### src/rtl/bin2bcd_seq_pkg.sv
`default_nettype none
// ============================================================================
//  Module      : bin2bcd_seq_pkg
//  Description : Shared constants, state encoding and the leading-zero
//                blanking helper for the sequential binary-to-BCD converter.
//                Optional feature macro: BCD_BLANK_EN.
//  Revision    : 1.0  initial release
// ============================================================================
package bin2bcd_seq_pkg;

    // Binary input width and number of BCD digits produced
    localparam int BIN_W  = 12;
    localparam int DIGITS = 4;

    // BCD field width and full double-dabble scratch width
    localparam int BCD_W  = 4 * DIGITS;
    localparam int SCR_W  = BCD_W + BIN_W;

    // Digit code the display renders as all segments off
    localparam logic [3:0] BLANK_CODE = 4'hF;

    // Counter value on the final (12th) shift
    localparam logic [3:0] ITER_LAST  = 4'd11;

    // FSM state encoding
    typedef logic [0:0] state_t;
    localparam state_t ST_IDLE  = 1'b0;
    localparam state_t ST_SHIFT = 1'b1;

    // Replace leading zero digits with BLANK_CODE, scanning from the most
    // significant digit down; the ones digit is never blanked.
    function automatic logic [BCD_W-1:0] blank_leading(input logic [BCD_W-1:0] d);
        logic [BCD_W-1:0] res;
        logic             leading;
        res     = d;
        leading = 1'b1;
        for (int i = DIGITS - 1; i > 0; i--) begin
            if (leading && (d[4*i +: 4] == 4'd0)) begin
                res[4*i +: 4] = BLANK_CODE;
            end else begin
                leading = 1'b0;
            end
        end
        return res;
    endfunction

endpackage
`default_nettype wire

### src/rtl/bin2bcd_seq_bcd_add3.sv
`default_nettype none
// ============================================================================
//  Module      : bcd_add3
//  Description : Combinational double-dabble cell: adds 3 to a BCD nibble
//                whose value is 5 or more, so the following left shift
//                carries correctly into the next decimal digit.
//  Revision    : 1.0  initial release
// ============================================================================
module bcd_add3 (
    input  logic [3:0] i_nib,
    output logic [3:0] o_nib
);

    // Correct the nibble ahead of the shift
    always_comb begin
        o_nib = (i_nib >= 4'd5) ? (i_nib + 4'd3) : i_nib;
    end

endmodule
`default_nettype wire

### src/rtl/bin2bcd_seq.sv
`default_nettype none
// ============================================================================
//  Module      : bin2bcd_seq
//  Description : Sequential double-dabble converter, 12-bit binary to four
//                BCD digits, one shift per clock, valid/ready input. Result
//                digits are held between conversions.
//                Optional feature macro: BCD_BLANK_EN (leading-zero blanking
//                of the written digits).
//  Revision    : 1.0  initial release
// ============================================================================
module bin2bcd_seq
    import bin2bcd_seq_pkg::*;
(
    input  logic             clk120,
    input  logic             rst,
    input  logic [BIN_W-1:0] bin_in,
    input  logic             in_valid,
    output logic             in_ready,
    output logic [3:0]       ones,
    output logic [3:0]       tens,
    output logic [3:0]       hundreds,
    output logic [3:0]       thousands,
    output logic             out_valid,
    output logic             busy
);

    state_t             r_state;
    logic [3:0]         r_cnt;
    logic [SCR_W-1:0]   r_scr;
    logic [BCD_W-1:0]   r_digits;
    logic               r_out_valid;

    logic [BCD_W-1:0]   w_adj_bcd;
    logic [SCR_W-1:0]   w_scr_next;
    logic [BCD_W-1:0]   w_dig_out;

    // One add-3 correction cell per BCD nibble of the scratch register
    generate
        for (genvar g = 0; g < DIGITS; g++) begin : g_add3
            bcd_add3 u_add3 (
                .i_nib (r_scr[BIN_W + 4*g +: 4]),
                .o_nib (w_adj_bcd[4*g +: 4])
            );
        end
    endgenerate

    // Corrected BCD field plus untouched binary field, shifted left by one
    always_comb begin
        w_scr_next = {w_adj_bcd[BCD_W-2:0], r_scr[BIN_W-1:0], 1'b0};
    end

    // Digits as written on the final shift, optionally leading-zero blanked
`ifdef BCD_BLANK_EN
    always_comb begin
        w_dig_out = blank_leading(w_scr_next[SCR_W-1:BIN_W]);
    end
`else
    always_comb begin
        w_dig_out = w_scr_next[SCR_W-1:BIN_W];
    end
`endif

    // Control FSM, scratch shifter and result registers
    always_ff @(posedge clk120) begin
        if (rst) begin
            r_state     <= ST_IDLE;
            r_cnt       <= 4'd0;
            r_scr       <= '0;
            r_digits    <= '0;
            r_out_valid <= 1'b0;
        end else begin
            r_out_valid <= 1'b0;
            case (r_state)
                ST_IDLE: begin
                    if (in_valid) begin
                        r_scr   <= {{BCD_W{1'b0}}, bin_in};
                        r_cnt   <= 4'd0;
                        r_state <= ST_SHIFT;
                    end
                end
                ST_SHIFT: begin
                    r_scr <= w_scr_next;
                    r_cnt <= r_cnt + 4'd1;
                    if (r_cnt == ITER_LAST) begin
                        r_digits    <= w_dig_out;
                        r_out_valid <= 1'b1;
                        r_state     <= ST_IDLE;
                    end
                end
                default: begin
                    r_state <= ST_IDLE;
                end
            endcase
        end
    end

    // Status and digit outputs
    always_comb begin
        in_ready  = (r_state == ST_IDLE);
        busy      = (r_state == ST_SHIFT);
        out_valid = r_out_valid;
        thousands = r_digits[15:12];
        hundreds  = r_digits[11:8];
        tens      = r_digits[7:4];
        ones      = r_digits[3:0];
    end

endmodule
`default_nettype wire

### config.mk
export PLATFORM = sky130hd
export DESIGN_NAME = bin2bcd_seq
export DESIGN_NICKNAME = d
export VERILOG_FILES = /design/src/rtl/bin2bcd_seq_pkg.sv /design/src/rtl/bin2bcd_seq_bcd_add3.sv /design/src/rtl/bin2bcd_seq.sv
export SDC_FILE = /design/constraint.sdc
export NUM_CORES = 1
export LEC_CHECK = 0
export CORE_AREA = 2 2 70 72
export DETAILED_ROUTE_END_ITERATION = 16
export DIE_AREA = 0 0 72 74
export GPL_ROUTABILITY_DRIVEN = 0
export PLACE_DENSITY = 0.76
export SETUP_SLACK_MARGIN = 0.1
export SYNTH_ARGS = -nofsm -noshare
export SYNTH_HDL_FRONTEND = slang
export SYNTH_SLANG_ARGS = --single-unit
### constraint.sdc
create_clock -name clk120 -period 3.65 [get_ports clk120]
set_input_delay 0.73 -clock clk120 [delete_from_list [all_inputs] [get_ports clk120]]
set_output_delay 0.73 -clock clk120 [all_outputs]
set_load 0.01 [all_outputs]
==> qor.yml <==
avgSynthCellArea_sq_um: 9.19
yosys_most_used_dff: "dfxtp_1"
worst-setup-path-type: "register to primary output"
fin_setup_tns_ps: 0
hp-start: "r_digits[12]"
io_pins: 34
postCtsSetupBuffers: 0
dp.cells: 317
hp-class: "register to register"
synth_nets: 265
critPathMaxFanout: 39
swShare_pct: 23.9
grt_antenna_before_repair: 0
period_share_pct: 64.2
post-route-util_pct: 57.5
multi_input_area_sq_um: 1080
avgViaCountPerCell: 5.49
worst_slew_pin_slew_ps: 859
track_usage_pct: 16.9
syn2layout_area_growth_pct: 19.4
clockBufferDepth: 2
nFillCells: 444
io_buffer_count: 33
diodes: 0
worst_ep_arrival_time_ps: 1610
drv_cap: 0
setup_viol: 0
synth_area_sq_um: 2210
p_leak_nw: 0.995
p_int_uw: 744
clkPwrFrac_pct: 34.3
die_area_sq_um: 5330
end_kind: "primary output"
cp_slowest_cell: "clkdlybuf4s50_1"
yosys-top-cells-area: "dfxtp_1 45%, mux2i_1 7.7%, a21oi_1 5.9%"
p_switching_uw: 234
regToRegStartpoint: "busy"
cts_root_buffer: "clkbuf_8"
async_reset_ff_share_pct: 0
grt_max_degree: 40
grt_pass1_wl_mm: 7.00
critPathMaxStageDelay_ps: 610
die_x_um: 72
slew_headroom_pct: 42.5
ir_worst_vdd_v: 0.000241
status: "finished clean"
ant_nets: 0
syn_inst: 241
cts_resized: 0
cts_tree: "yes"
dp_hpwl_mm: 3.00
ys_types: 32
dr_total_vias: 1785
regArea_sq_um: 1000
drv_slew: 0
core.rowCount: 25
nNetsFinal: 294
drtIter0Drc: 87
hold_slack_ps: 450
startpoint: "busy"
finalPower_uw: 978
die-height_um: 74
synth_warnings: 0
worstPathCellList: "buf_4 > clkdlybuf4s50_1"
powerDensity_nw_per_um2: 370
required_ps: 2920
synthDominantCellAreaShare_pct: 45.2
core_sq_um: 4600
overflow: 0
yosysTopAreaCell: "dfxtp_1"
max_freq_mhz: 427
wl_mm: 4.32
synth_edf_count: 0
cts_buffers: 5
ys_seq_elements: 50
synth.yosys.seq_area_share_pct: 45.2
comb_power_share_pct: 8.2
grt_setup_unrepaired: "no"
layout-drive-gt1-share_pct: 5.90
period_needed_ps: 2340
synth.most_common_cell: "dfxtp_1"
holdBufCountCts: 0
layout.cells.non_filler: 325
cts.reportedPaths.clkPinSlew_ps: 90
grt_pass1_vias: 1505
start_kind: "register"
hold_viol: 0
pwr-share-seq_pct: 57.5
drc: 0
htreeDepth: 2
initial_utilization_pct: 48.2
clk_latency_ps: 300
wire_per_inst_um: 13.3
clock-sinks: 50
yosys-top-cells-count: "50 x dfxtp_1, 27 x nor2_1, 26 x a21oi_1"
fin_skew_ps: 8.46
drt-pass1-iter-count: 4
final timing paths:
| kind | cells after the start | slack (ps) | endpoint |
|---|---|---|---|
| setup / recovery | 2 | 1310 | busy |
| hold / removal | 2 | 450 | r_digits[12] |
| setup reg to reg | 5 | 1980 | r_digits[6] |
| hold reg to reg | 2 | 450 | r_digits[12] |
power by group through the flow:
stage	logic, mW	clock network [mW]	registers (mW)
2_1_floorplan	0.0554	0	0.574
3_3_place_gp	0.0798	0	0.574
3_5_place_dp	0.0808	0	0.575
4_1_cts	0.0811	0.342	0.562
5_1_grt	0.0899	0.362	0.564
6_report	0.0806	0.335	0.562
per-layer routing:
layer | GRT usage [%] | vias up | part of all wire [%]
met3 | 4.34 | 4 | 4.4
li1 | - | 905 | -
met1 | 21.3 | 830 | 48
met2 | 28.7 | 46 | 47
met5 | 0 | - | 0
met4 | 4.82 | 0 | 0.79
sequential cells by signal, summed over array words and instances, names as in the netlist:
register and flops:
r_scr 28, out_valid 1, r_digits 16, busy 1, r_cnt 4
worst max-delay path: cells and delay by family, from the launching register on:
family,cells,cell delay [ps]
DFF,1,350
buffers and inverters,2,960
area by class of cell:
cell class                      instances  area share (%)
Multi-Input combinational cell        166            41.0
Sequential cell                        50            37.9
Timing Repair Buffer                   36            13.3
Clock buffer                            6            3.12
Tap cell                               54            2.56
Inverter                               11            1.66
Clock inverter                          2           0.473
cell families (layout without fill, tap and decap cells):
logic type                 after synthesis  after routing  synth area share (%)
xor gates and xnor gates                 4              4                  1.58
and+or+nand+nor                         69             69                  15.7
buffers and inverters                   25             55                  5.88
adders and majority gates                9              9                  5.08
DFF                                     50             50                  45.2
muxes                                   17             17                  7.68
AOI/OAI and AO/OA                       67             67                  18.9
cell usage in the layout (no fill, tap or decap), types with 3 or more instances in the layout:
master / n
nor3b_1: 9
nand3_1: 8
nor2_1: 27
dfxtp_1: 50
clkbuf_8: 6
o21ai_0: 8
mux2i_1: 17
o21ai_1: 11
a21o_1: 3
a21oi_1: 26
clkdlybuf4s50_1: 33
a32o_1: 7
buf_4: 3
a22o_1: 8
nand2b_1: 5
ha_1: 9
xnor2_1: 4
inv_1: 9
nand2_1: 8
nor3_1: 7
stage by stage:
stage	setup slack [ps]	cell area, sq um
2_1_floorplan	2040	2210
3_3_place_gp	1200	2550
3_5_place_dp	1150	2550
4_1_cts	1290	2640
5_1_grt	1230	2640
6_report	1310	2640
No activity file was read; power rests on OpenSTA's default activity.
